`src/rtl/memory_arbiter.sv`:
```
// RAM port arbiter for two instruction caches and the coherence data port.
// Data-first priority with a starvation guard, round-robin between cores, and dlock for multi-word sequences.
package cpu_types_pkg;
  typedef enum logic [1:0] {FREE, BUSY, ACCESS, ERROR} ramstate_t;
endpackage

module memory_arbiter
  import cpu_types_pkg::*;
#(
  parameter int unsigned STARVE_LIMIT = 4
) (
  input  logic             CLK,
  input  logic             nRST,
  input  logic [1:0]       iREN,
  input  logic [1:0][31:0] iaddr,
  output logic [1:0]       iwait,
  output logic [1:0][31:0] iload,
  input  logic             dREN,
  input  logic             dWEN,
  input  logic [31:0]      daddr,
  input  logic [31:0]      dstore,
  input  logic             dlock,
  output logic             dwait,
  output logic [31:0]      dload,
  output logic             ramREN,
  output logic             ramWEN,
  output logic [31:0]      ramaddr,
  output logic [31:0]      ramstore,
  input  logic [31:0]      ramload,
  input  ramstate_t        ramstate
);

  typedef enum logic [1:0] {IDLE, DGRANT, IGRANT} state_t;

  localparam logic [2:0] SC_MAX = 3'(STARVE_LIMIT);

  state_t     state_q, state_d;
  logic       ig_q, ig_d;
  logic       rr_q, rr_d;
  logic [2:0] sc_q, sc_d;

  logic dreq, ireq, access;

  assign dreq   = dREN | dWEN;
  assign ireq   = |iREN;
  assign access = (ramstate == ACCESS);

  always_ff @(posedge CLK or negedge nRST) begin
    if (!nRST) begin
      state_q <= IDLE;
      ig_q    <= 1'b0;
      rr_q    <= 1'b0;
      sc_q    <= '0;
    end else begin
      state_q <= state_d;
      ig_q    <= ig_d;
      rr_q    <= rr_d;
      sc_q    <= sc_d;
    end
  end

  always_comb begin
    state_d  = state_q;
    ig_d     = ig_q;
    rr_d     = rr_q;
    sc_d     = sc_q;
    iwait    = '1;
    iload    = '0;
    dwait    = 1'b1;
    dload    = '0;
    ramREN   = 1'b0;
    ramWEN   = 1'b0;
    ramaddr  = '0;
    ramstore = '0;

    unique case (state_q)
      IDLE: begin
        if (!ireq) sc_d = '0;
        if (dreq && (!ireq || sc_q < SC_MAX)) begin
          state_d = DGRANT;
        end else if (ireq) begin
          state_d = IGRANT;
          ig_d    = iREN[rr_q] ? rr_q : ~rr_q;
        end
      end

      DGRANT: begin
        // A simultaneous read and write resolves to the write.
        ramWEN   = dWEN;
        ramREN   = dREN & ~dWEN;
        ramaddr  = daddr;
        ramstore = dstore;
        dload    = ramload;
        dwait    = ~access;
        if (access) begin
          if (ireq && sc_q < SC_MAX) sc_d = sc_q + 3'd1;
          if (!dlock) state_d = IDLE;
        end else if (!dreq && !dlock) begin
          state_d = IDLE;
        end
      end

      IGRANT: begin
        ramaddr     = iaddr[ig_q];
        iload[ig_q] = ramload;
        if (!iREN[ig_q]) begin
          state_d = IDLE;
        end else begin
          ramREN      = 1'b1;
          iwait[ig_q] = ~access;
          if (access) begin
            state_d = IDLE;
            rr_d    = ~ig_q;
            sc_d    = '0;
          end
        end
      end

      default: state_d = IDLE;
    endcase
  end

endmodule

```
`config.mk`:
```
export PLATFORM = sky130hd
export DESIGN_NAME = memory_arbiter
export DESIGN_NICKNAME = d
export VERILOG_FILES = /design/src/rtl/memory_arbiter.sv
export SDC_FILE = /design/constraint.sdc
export NUM_CORES = 1
export LEC_CHECK = 0
export BUFFER_PORTS_ARGS = -buffer_cell sky130_fd_sc_hd__buf_2
export CAP_MARGIN = 5
export CORE_AREA = 2 2 129 131
export DETAILED_ROUTE_END_ITERATION = 10
export DIE_AREA = 0 0 131 133
export PLACE_DENSITY_LB_ADDON = 0.3
export SYNTH_ARGS = -nofsm -noshare
export SYNTH_HDL_FRONTEND = slang
export SYNTH_SLANG_ARGS = --single-unit
```
`constraint.sdc`:
```
create_clock -name CLK -period 1.65 [get_ports CLK]
set_input_delay 0 -clock CLK [delete_from_list [all_inputs] [get_ports CLK]]
set_output_delay 0 -clock CLK [all_outputs]
set_load 0.02 [all_outputs]
```
After elaboration in Yosys (flattened, before gate mapping)
Index checks and enable logic that the tools add are counted.
{"block": "op_classes", "n_addsub": 1, "magnitude_cmp": 4, "n_eq_ne": 12, "mux": 35, "bitwise_logic": 10, "n_reduce_logical": 15}
{"op": "$mux 32", "count": 5}
{"op": "$and 64x64->64", "count": 1}
{"op": "$mux 64", "count": 1}
{"op": "$pmux 32 s2", "count": 1}
{"op": "$demux 32 s1", "count": 1}
{"op": "$mux 2", "count": 9}
{"op": "$mux 3", "count": 5}
{"op": "$ne 3x3->1 const B", "count": 4}
{"op": "$ne 2x2->1 const B", "count": 5}
{"op": "$mux 1", "count": 9}
{"op": "$pmux 3 s3", "count": 1}
{"op": "$pmux 2 s3", "count": 1}
{"op": "$reduce_and 3->1", "count": 2}
{"op": "$reduce_and 6->1", "count": 1}
{"op": "$not 1->1", "count": 5}
{"op": "$eq 2x2->1 const B", "count": 2}
{"op": "$logic_and 1x1->1", "count": 4}
{"op": "$lt 1x2->1 const B", "count": 2}
{"op": "$reduce_and 4->1", "count": 1}
{"op": "$add 3x1->3 const B", "count": 1}
{"op": "$logic_not 1->1", "count": 3}
{"op": "$lt 3x3->1 const B", "count": 1}
{"op": "$reduce_bool 3->1", "count": 1}
{"op": "$eq 2x1->1 const B", "count": 1}
{"op": "other kinds (10)", "count": 10}
{"block": "totals", "ff_bits": 7, "in_bits": 169, "output_inout_bits": 165, "elab_cells": 81}

Logic depth before layout (Yosys ltp)
Gate-level depths: netlist of run 1.
{"block": "depth", "depth_word": 8, "depth_mapped": 7, "ltp_nobuf": 6}

Least setup slack after synthesis of run 1
Ideal clock, no wire load.
{"block": "synth_timing", "path_type": "flip-flop to flip-flop", "startpoint": "register state_q[0]", "endpoint": "register sc_q[0]", "t_arrival_ps": 1555, "required_ps": 1525, "path_slack_ps": -30, "stages_incl_launch_ff": 8, "n_path_buf": 1, "path_cell_list": "dfrtp_1 -> inv_1 -> ha_1 -> buf_2 -> nor4b_2 -> a211o_1 -> nand3_2 -> mux2_4"}
{"block": "synth_between", "elab_chain_len": 3}
{"item": "start, declared", "line": "37", "rtl": "state_t state_q, state_d;"}
{"item": "start signal, assigned", "line": "55", "rtl": "state_q <= state_d;"}
{"item": "$eq 2x2->1, or another cell as far along", "line": "76", "rtl": "unique case (state_q)"}
{"item": "$ne 2x2->1 (no line) or $reduce_bool 3->1 (tied branches)"}
{"item": "$reduce_and 6->1 (no line)"}
{"item": "end signal, assigned", "line": "53", "rtl": "sc_q <= '0;"}
{"item": "end signal, assigned", "line": "58", "rtl": "sc_q <= sc_d;"}
{"item": "end, declared", "line": "40", "rtl": "logic [2:0] sc_q, sc_d;"}
Parallel ways exist; a longest one is shown, timed or not.
A chain may end at the register's enable or synchronous reset.

Worst setup path after layout of run 1
{"block": "layout_timing", "startpoint": "register state_q[1]", "endpoint": "register sc_q[0]"}
Same word-level chain as after synthesis.

==> key figures, run 1 <==
Power
  – Net load switching power: 3.67 mW
  – Sequential group share of total power: 3.7%
  – Int Pwr: 3.52 mW
  – Clk network pwr share: 5.8%
  – Comb pwr share: 90.5%
  – Power Density: 1510 mW/mm²
  – Leak: 2.72 nW
  – Largest vdd supply drop: 0.000694 V
  – Net Sw Frac: 51.0%

Worst setup path
  – R2r setup slk: -40 ps
  – RR Endpoint: sc_q[0]
  – WP data arrival: 1800 ps
  – Crit path from: state_q[1]
  – Critical path endpoint category: flop
  – Critical path class: flop to flop
  – Reg2reg path depth: 6
  – Reg-to-reg startpoint: state_q[1]
  – WP data required: 1760 ps
  – Startpoint Class: flop
  – Largest fanout on the critical path: 8

Global route
  – Global-route wire length before repair: 16700 µm
  – Largest net degree at the start of global routing: 42
  – Vias in the first global route: 3308
  – Gr usage total: 12.1%
  – Grt ovf: 0
  – Initial antenna violation count: 0

Final layout
  – Fin nets: 822
  – Non-Filler Instances: 868
  – Layout area overhead: 107%
  – Commonest non-fill, non-tap cell in the layout: buf_2
  – Most frequent cells in the layout: buf_2, and2_1, nor2b_1
  – Final Core Density: 29.3%
  – Final instance area: 0.00474 mm²
  – Layout cells sized above 1: 64.4%
  – Antenna cells: 0

Die
  – Chip height: 133 µm
  – Die width: 131 µm
  – Core Rows: 47
  – IO Count: 334
  – Core area: 0.0162 mm²
  – DIE AREA: 0.0174 mm²
  – Initial Util: 14.2%

Synth
  – Synth warn: 0
  – Register area share after synthesis: 7.63%
  – Syn avg cell area: 7.17 µm²
  – Syn Std Cell Area: 0.00230 mm²
  – Synth cell types: 35
  – FFs w/ async S/R, synth: 100%
  – Mapped Cells: 320
  – Syn nets: 493
  – Post-synth EDFFs: 0
  – Seq cells post-synth: 7
  – Main synth FF type: dfrtp_1

Clock network
  – CTS Buf Count: 3
  – CTS Buffer Depth: 2
  – # H-tree levels: 1
  – CTS tree: built
  – Clock root cell: clkbuf_16
  – Clock Pin Slew Worst Setup and Hold Paths: 40 ps
  – CTS sink cnt: 7
  – Clock Latency Late Sink: 230 ps

Placement
  – Routability cong.: 0.809
  – Placed Cells: 852
  – Dpl hpwl: 9280 µm
  – DP Area: 0.00425 mm²
  – Pre-CTS WS: 6.58 ps
  – Port buffer count: 333

Timing
  – Worst Tran Pin Value: 318 ps
  – Max Clk Rate: 592 MHz
  – Min cycle time layout: 1690 ps
  – Fin crit share: 102%
  – Fin Clk Skew: 2.11 ps
  – Final worst setup slack: -39.3 ps
  – Worst hold slack: 106 ps
  – Hold Vio Cnt, Final: 0
  – Max-slew violation count: 0
  – Slew headroom: 78.8%
  – Final setup violation count: 2
  – RSZ-0062 raised after global routing: yes

Detailed routing
  – Wire per inst: 14.6 µm
  – Antenna viol nets, final: 0
  – Vias: 3558
  – DRT Pass-1 Iters: 4
  – Final WL: 12700 µm
  – Residual DRC: 0
  – DRT iter0 DRCs: 122
  – Via-to-Cell Ratio: 4.10

Run status
  – Status: finished with violations
  – Violated checks: negative setup slack

Min path
  – Hold Crit Depth: 2
  – Hold_sp: iREN[0]
  – Hold Path Class: input port to flop
  – Min-Delay Endpoint: ig_q

Flow run
  – Max cap viols: 0
==> power by group through the flow <==
stage	clock, mW	combinational [mW]	sequential (mW)
global route	0.432	6.94	0.276
CTS	0.419	5.90	0.282
global placement	0	5.45	0.285
detailed placement	0	5.43	0.285
floorplan	0	3.61	0.262
finish	0.413	6.50	0.269
==> synth_stat cells, types with 2 or more instances <==
library cell / count / area, µm²
a21oi_1: 2 / 10.0
a22oi_1: 33 / 248
a31oi_1: 3 / 18.8
and2_1: 97 / 607
and3_1: 33 / 206
buf_1: 5 / 18.8
buf_2: 7 / 35.0
clkbuf_1: 21 / 78.8
dfrtp_1: 7 / 175
ha_1: 4 / 50.1
inv_1: 6 / 22.5
mux2_2: 32 / 360
mux2_4: 2 / 30.0
nand2_1: 4 / 15.0
nand3_1: 4 / 20.0
nor2_1: 3 / 11.3
nor2b_1: 36 / 225
o21ai_0: 4 / 20.0
==> sequential cells by signal, indices dropped and copies added, names as in the netlist <==
| signal | cells |
|---|---|
| sc_q | 3 |
| state_q | 2 |
| ig_q | 1 |
| rr_q | 1 |
==> metrics by stage <==
step                total power [mW]  TNS (ps)
floorplan                       3.87         0
global placement                5.73         0
detailed placement              5.71         0
CTS                             6.60      -678
global route                    7.65     -3730
finish                          7.18     -61.8
==> worst max path at each step <==
stage / to / slack, ps / cells after the start
global placement: sc_q[0] / 30 / 6
finish: sc_q[0] / -40 / 6
floorplan: sc_q[0] / 20 / 7
global route: sc_q[0] / -120 / 6
CTS: ramaddr[31] / -50 / 7
detailed placement: sc_q[0] / 7 / 6
==> per-layer routing <==
layer  share of wire [%]  GRT usage [%]
met1                  40           13.3
met2                  53           24.4
met3                 6.9           1.58
met4                0.43           1.71
met5                   0              0
==> worst max-delay path: stages (launching register included) <==
cell     delay [ps]
dfrtp_1         380
buf_6           120
ha_4            190
nor2b_1         140
a211o_1         340
nand3_2         100
mux2_4          300
==> repair_timing <==
action	in CTS	in global routing
resized for setup	30	25
endpoints found under the setup margin	135	111
hold buffers	1	0
endpoints found under the hold margin	7	0
cloned	2	4
setup buffers	1	4
pin swaps	1	2
==> logic make-up (layout without fill, tap and decap cells) <==
| kind of cell | Yosys count | after routing | synth area share (%) |
|---|---|---|---|
| AND/OR/NAND/NOR | 183 | 183 | 49.5 |
| adder cells (fa/ha/maj) | 4 | 4 | 2.18 |
| buffers and inverters | 41 | 369 | 7.47 |
| AO/OA/AOI/OAI | 50 | 50 | 15.8 |
| flip-flops | 7 | 7 | 7.63 |
| multiplexers | 35 | 35 | 17.4 |
==> layout make-up <==
cell class                 instances  area, µm²
fill                            1760      11400
inverter                           6       22.5
sequential                         7        176
multi-input combinational        272       2060
clock buffer                       4       78.8
timing repair buffer             359       2130
tap                              220        275
No activity file was read; power rests on OpenSTA's default activity.
==> run 2: changes to the inputs <==
--- a/config.mk
+++ b/config.mk
@@ -7,9 +7,11 @@
 export LEC_CHECK = 0
 export BUFFER_PORTS_ARGS = -buffer_cell sky130_fd_sc_hd__buf_2
 export CAP_MARGIN = 5
-export CORE_AREA = 2 2 129 131
+export CELL_PAD_IN_SITES_DETAIL_PLACEMENT = 1
+export CELL_PAD_IN_SITES_GLOBAL_PLACEMENT = 1
+export CORE_AREA = 2 2 131 133
 export DETAILED_ROUTE_END_ITERATION = 10
-export DIE_AREA = 0 0 131 133
+export DIE_AREA = 0 0 133 135
 export PLACE_DENSITY_LB_ADDON = 0.3
 export SYNTH_ARGS = -nofsm -noshare
 export SYNTH_HDL_FRONTEND = slang
==> key figures, run 2 (synthesis results as in run 1) <==
Timing
  – Fin Clk Skew: 2.36 ps
  – Worst Tran Pin Value: 405 ps
  – Setup Total Neg Slack: -3960 ps
  – Slew headroom: 72.7%
  – Final worst setup slack: -113 ps
  – Hold Vio Cnt, Final: 0
  – Fin crit share: 107%
  – Max-slew violation count: 0
  – Max Clk Rate: 567 MHz
  – Min cycle time layout: 1760 ps
  – Final setup violation count: 63
  – RSZ-0062 raised after global routing: yes

Clock network
  – CTS sink cnt: 7
  – CTS Buffer Depth: 2
  – CTS tree: built
  – # H-tree levels: 1
  – Clock Pin Slew Worst Setup and Hold Paths: 40 ps
  – CTS Buf Count: 3
  – Clock Latency Late Sink: 240 ps
  – Clock root cell: clkbuf_16

Die
  – Core Rows: 47
  – DIE AREA: 0.0180 mm²
  – Initial Util: 14.0%
  – Chip height: 135 µm
  – Core area: 0.0164 mm²
  – Die width: 133 µm
  – IO Count: 334

Power
  – Sequential group share of total power: 3.8%
  – Clk network pwr share: 5.6%
  – Int Pwr: 3.82 mW
  – Largest vdd supply drop: 0.000513 V
  – Leak: 2.83 nW
  – Comb pwr share: 90.6%
  – Net Sw Frac: 50.2%
  – Net load switching power: 3.84 mW
  – Power Density: 1470 mW/mm²

Final layout
  – Top reg by flops: sc_q
  – Largest register FFs: 3
  – Most frequent cells in the layout: buf_2, and2_1, buf_6
  – Fin nets: 831
  – Biggest regs: sc_q x3, state_q x2
  – Area of the multi-input gates: 0.00221 mm²
  – Antenna cells: 0
  – Commonest non-fill, non-tap cell in the layout: buf_2
  – Final instance area: 0.00521 mm²
  – Layout area overhead: 127%
  – Reg area: 176 µm²
  – Layout cells sized above 1: 71.7%
  – Fillers: 2052

Worst setup path
  – Largest stage delay, worst path: 400 ps
  – Crit-path cells: buf_6 > ha_4 > buf_4 > nor3b_1 > a211o_1 > nand3_2 > mux2_4
  – Largest fanout on the critical path: 3
  – Reg-to-reg startpoint: state_q[0]
  – WP data required: 1770 ps
  – Startpoint Class: flop
  – R2r setup slk: -110 ps
  – Reg2reg path depth: 7
  – WP data arrival: 1880 ps
  – Critical path endpoint category: flop
  – RR Endpoint: sc_q[0]
  – Critical path class: flop to flop
  – Slowest library cell on the worst path: dfrtp_1

Placement
  – Dpl hpwl: 11200 µm
  – Port buffer count: 333
  – Routability cong.: 0.860
  – DP Area: 0.00427 mm²

Min path
  – Min-Delay Endpoint: ig_q
  – Hold_sp: iREN[0]
  – Hold Path Class: input port to flop
  – Hold Crit Depth: 2

Detailed routing
  – Vias: 3765
  – DRT iter0 DRCs: 112
  – Wire per inst: 17.0 µm
  – Residual DRC: 0
  – Antenna viol nets, final: 0
  – Final WL: 14900 µm
  – Via-to-Cell Ratio: 4.29
  – DRT Pass-1 Iters: 3

Global route
  – Initial antenna violation count: 0
  – Vias in the first global route: 4037
  – Largest net degree at the start of global routing: 46
  – Global-route wire length before repair: 22000 µm
  – Gr usage total: 15.2%
  – Grt ovf: 0

Run status
  – Violated checks: negative setup slack
  – Status: finished with violations

Flow run
  – Max cap viols: 0
==> run 2: changes by cell type in the layout (fill, tap and decap cells not counted), sizes merged <==
cell	delta
clkbuf	-3
bufbuf	-1
buf	+13
==> run 2: area by class of cell <==
| type | count | share of cell area [%] |
|---|---|---|
| inverters | 6 | 0.432 |
| repair buffers | 368 | 46.9 |
| well taps | 220 | 5.28 |
| clock buffers | 4 | 1.51 |
| flip-flops and latches | 7 | 3.39 |
| multi-input cells | 272 | 42.5 |
==> run 2: critical path, delay by kind of cell, from the launching register on <==
kind / cells / cell delay [ps]
adders and majority gates: 1 / 150
and+or+nand+nor: 2 / 240
AOI/OAI and AO/OA: 1 / 280
buffers and inverters: 2 / 270
muxes: 1 / 300
DFF: 1 / 400
==> run 2: worst max-delay path by stage <==
stage | cells after the start | end | from | slack (ps)
after global placement | 6 | sc_q[0] | state_q[0] | 40
after detailed placement | 6 | state_q[0] | state_q[0] | -30
final | 7 | sc_q[0] | state_q[0] | -110
after floorplan | 7 | sc_q[0] | state_q[0] | 20
after CTS | 8 | ramREN | state_q[0] | -100
after global routing | 7 | sc_q[0] | state_q[0] | -160
==> run 2: power groups by stage <==
stage | combinational (mW) | clock [mW] | sequential [mW]
finish | 6.94 | 0.426 | 0.295
global route | 7.39 | 0.443 | 0.304
CTS | 6.54 | 0.430 | 0.286
detailed placement | 5.53 | 0 | 0.284
global placement | 5.43 | 0 | 0.279
floorplan | 3.61 | 0 | 0.262
==> run 2: stage by stage <==
stage	std cells	hold WS [ps]	worst slack (ps)	utilization (%)	power [mW]
2_1_floorplan	320	-296	23.8	-	3.87
6_report	877	125	-113	31.8	7.66
3_5_place_dp	856	-149	-33.6	26.0	5.81
4_1_cts	870	95.6	-99.4	30.0	7.26
3_3_place_gp	856	-151	39.0	26.0	5.71
5_1_grt	877	141	-157	31.8	8.14
==> run 2: layer usage <==
layer	part of all wire [%]	GRT usage (%)
met5	0	0
met4	2.0	4.30
met3	7.0	2.89
met2	54	30.2
met1	37	16.3
==> run 2: timing repair <==
action                     in CTS  in global routing
setup endpoints to repair     140                143
gates resized for setup       128                 66
hold buffers                    1                  0
hold endpoints to repair        7                  0
pin swaps                      11                 25
cloned                          6                  2
buffers inserted                3                  5
==> run 3: changes to the inputs <==
--- a/config.mk
+++ b/config.mk
@@ -8,11 +8,12 @@
 export BUFFER_PORTS_ARGS = -buffer_cell sky130_fd_sc_hd__buf_2
 export CAP_MARGIN = 5
 export CELL_PAD_IN_SITES_DETAIL_PLACEMENT = 1
-export CELL_PAD_IN_SITES_GLOBAL_PLACEMENT = 1
-export CORE_AREA = 2 2 131 133
+export CELL_PAD_IN_SITES_GLOBAL_PLACEMENT = 2
+export CORE_MARGIN = 2
+export CORE_UTILIZATION = 11
 export DETAILED_ROUTE_END_ITERATION = 10
-export DIE_AREA = 0 0 133 135
-export PLACE_DENSITY_LB_ADDON = 0.3
+export GPL_TIMING_DRIVEN = 0
+export PLACE_DENSITY = 0.83
 export SYNTH_ARGS = -nofsm -noshare
 export SYNTH_HDL_FRONTEND = slang
 export SYNTH_SLANG_ARGS = --single-unit
==> key figures, run 3 (synthesis results as in run 1) <==
Worst setup path
  – Largest fanout on the critical path: 5
  – Largest stage delay, worst path: 390 ps
  – Critical path class: flop to output port
  – WP data arrival: 1710 ps
  – Slowest library cell on the worst path: dfrtp_1
  – RR Endpoint: sc_q[0]
  – CP Capture Point: ramREN
  – Critical path endpoint category: output port
  – Crit path from: state_q[0]
  – Startpoint Class: flop
  – Reg2reg path depth: 5
  – Crit-path cells: buf_6 > ha_4 > buf_16 > buf_12 > a32oi_4 > nor2b_1 > buf_4
  – Reg-to-reg startpoint: ig_q
  – WP data required: 1650 ps
  – R2r setup slk: -50 ps

Final layout
  – Layout cells sized above 1: 74.9%
  – Final Core Density: 28.4%
  – Largest register FFs: 3
  – Fin nets: 852
  – Antenna cells: 0
  – Layout area overhead: 152%
  – Fillers: 2522
  – Top reg by flops: sc_q
  – Biggest regs: sc_q x3, state_q x2
  – Most frequent cells in the layout: buf_2, buf_4, and2_1
  – Commonest non-fill, non-tap cell in the layout: buf_2

Detailed routing
  – Residual DRC: 0
  – DRT Pass-1 Iters: 4
  – Vias: 3837
  – Antenna viol nets, final: 0
  – Wire per inst: 17.1 µm
  – Final WL: 16200 µm
  – Via-to-Cell Ratio: 4.05
  – DRT iter0 DRCs: 121

Clock network
  – Clock Pin Slew Worst Setup and Hold Paths: 40 ps
  – CTS Buf Count: 3
  – CTS sink cnt: 7
  – CTS Buffer Depth: 2
  – Clock root cell: clkbuf_16
  – CTS tree: built
  – # H-tree levels: 1
  – Clock Latency Late Sink: 230 ps

Timing
  – Final setup violation count: 57
  – Max-slew violation count: 0
  – Setup Total Neg Slack: -1400 ps
  – Fin Clk Skew: 2.15 ps
  – Max Clk Rate: 586 MHz
  – Hold Vio Cnt, Final: 0
  – Slew headroom: 69.8%
  – Worst Tran Pin Value: 453 ps
  – Fin crit share: 103%
  – RSZ-0062 raised after global routing: yes
  – Final worst setup slack: -56.6 ps
  – Min cycle time layout: 1710 ps

Die
  – IO Count: 334
  – Initial Util: 11.3%
  – Chip height: 148 µm
  – Core area: 0.0204 mm²
  – Core Rows: 52
  – Die width: 148 µm
  – DIE AREA: 0.0220 mm²

Global route
  – Grt ovf: 0
  – Initial antenna violation count: 0
  – Gr usage total: 13.5%
  – Global-route wire length before repair: 23400 µm
  – Largest net degree at the start of global routing: 11
  – Vias in the first global route: 4115

Min path
  – Hold Path Class: input port to flop

Flow run
  – Max cap viols: 0

Placement
  – Port buffer count: 331
  – Pre-CTS WS: -612 ps
  – Routability cong.: 0.800
  – Dpl hpwl: 12300 µm

Power
  – Power Density: 1510 mW/mm²
  – Leak: 3.01 nW
  – Power after layout: 8.75 mW
  – Largest vdd supply drop: 0.000378 V

Run status
  – Violated checks: negative setup slack
  – Status: finished with violations
-- run 3: cell types whose count changed in the layout (fill, tap and decap cells not counted), sizes merged --
cell    previous run  this run
clkbuf             4        22
buf              367       370
-- run 3: where the power goes --
group          switching (mW)  internal, mW
registers              0.0497         0.232
logic                    4.01          4.05
clock network          0.0940         0.322
-- run 3: how the worst min path moves through the flow --
stage,start,endpoint,slack [ps],cells after the start
detailed placement,nRST,state_q[0],-150,1
floorplan,nRST,ig_q,-300,0
global route,iREN[1],ig_q,170,3
global placement,nRST,state_q[0],-150,1
finish,iREN[1],ig_q,130,3
CTS,iREN[0],ig_q,120,2
-- run 3: layer usage --
layer	up-vias	part of all wire [%]	global-route usage, %
met2	192	53	25.7
met3	8	6.4	2.15
li1	1822	-	-
met4	0	0.63	1.24
met1	1815	40	16.6
met5	-	0	0
-- run 3: timing repair --
item / in CTS / in global routing
resized for setup: 303 / 61
gates cloned: 7 / 2
hold buffers: 1 / 0
endpoints found under the setup margin: 171 / 144
setup buffers: 10 / 3
endpoints found under the hold margin: 7 / 0
pin swaps: 26 / 11
-- run 3: stage by stage --
stage	cell area (µm²)	hold WS [ps]	instances
final	5780	129	948
after global routing	5780	169	948
after CTS	5530	122	943
after detailed placement	4300	-148	921
after global placement	4300	-152	921
after floorplan	2300	-296	320
-- run 3: layout make-up --
class / count / area (µm²) / area share (%)
Sequential cell: 7 / 175 / 3.03
Clock buffer: 4 / 78.8 / 1.36
Inverter: 6 / 22.5 / 0.390
Multi-Input combinational cell: 272 / 2280 / 39.5
Buffer: 35 / 429 / 7.42
Tap cell: 270 / 338 / 5.84
Timing Repair Buffer: 354 / 2450 / 42.4
-- run 3: critical path, delay by kind of cell, from the launching register on --
| kind | cells | cell delay (ps) |
|---|---|---|
| simple gates | 1 | 90 |
| buf+inv | 4 | 580 |
| compound gates | 1 | 210 |
| flops | 1 | 390 |
| fa+ha+maj | 1 | 190 |
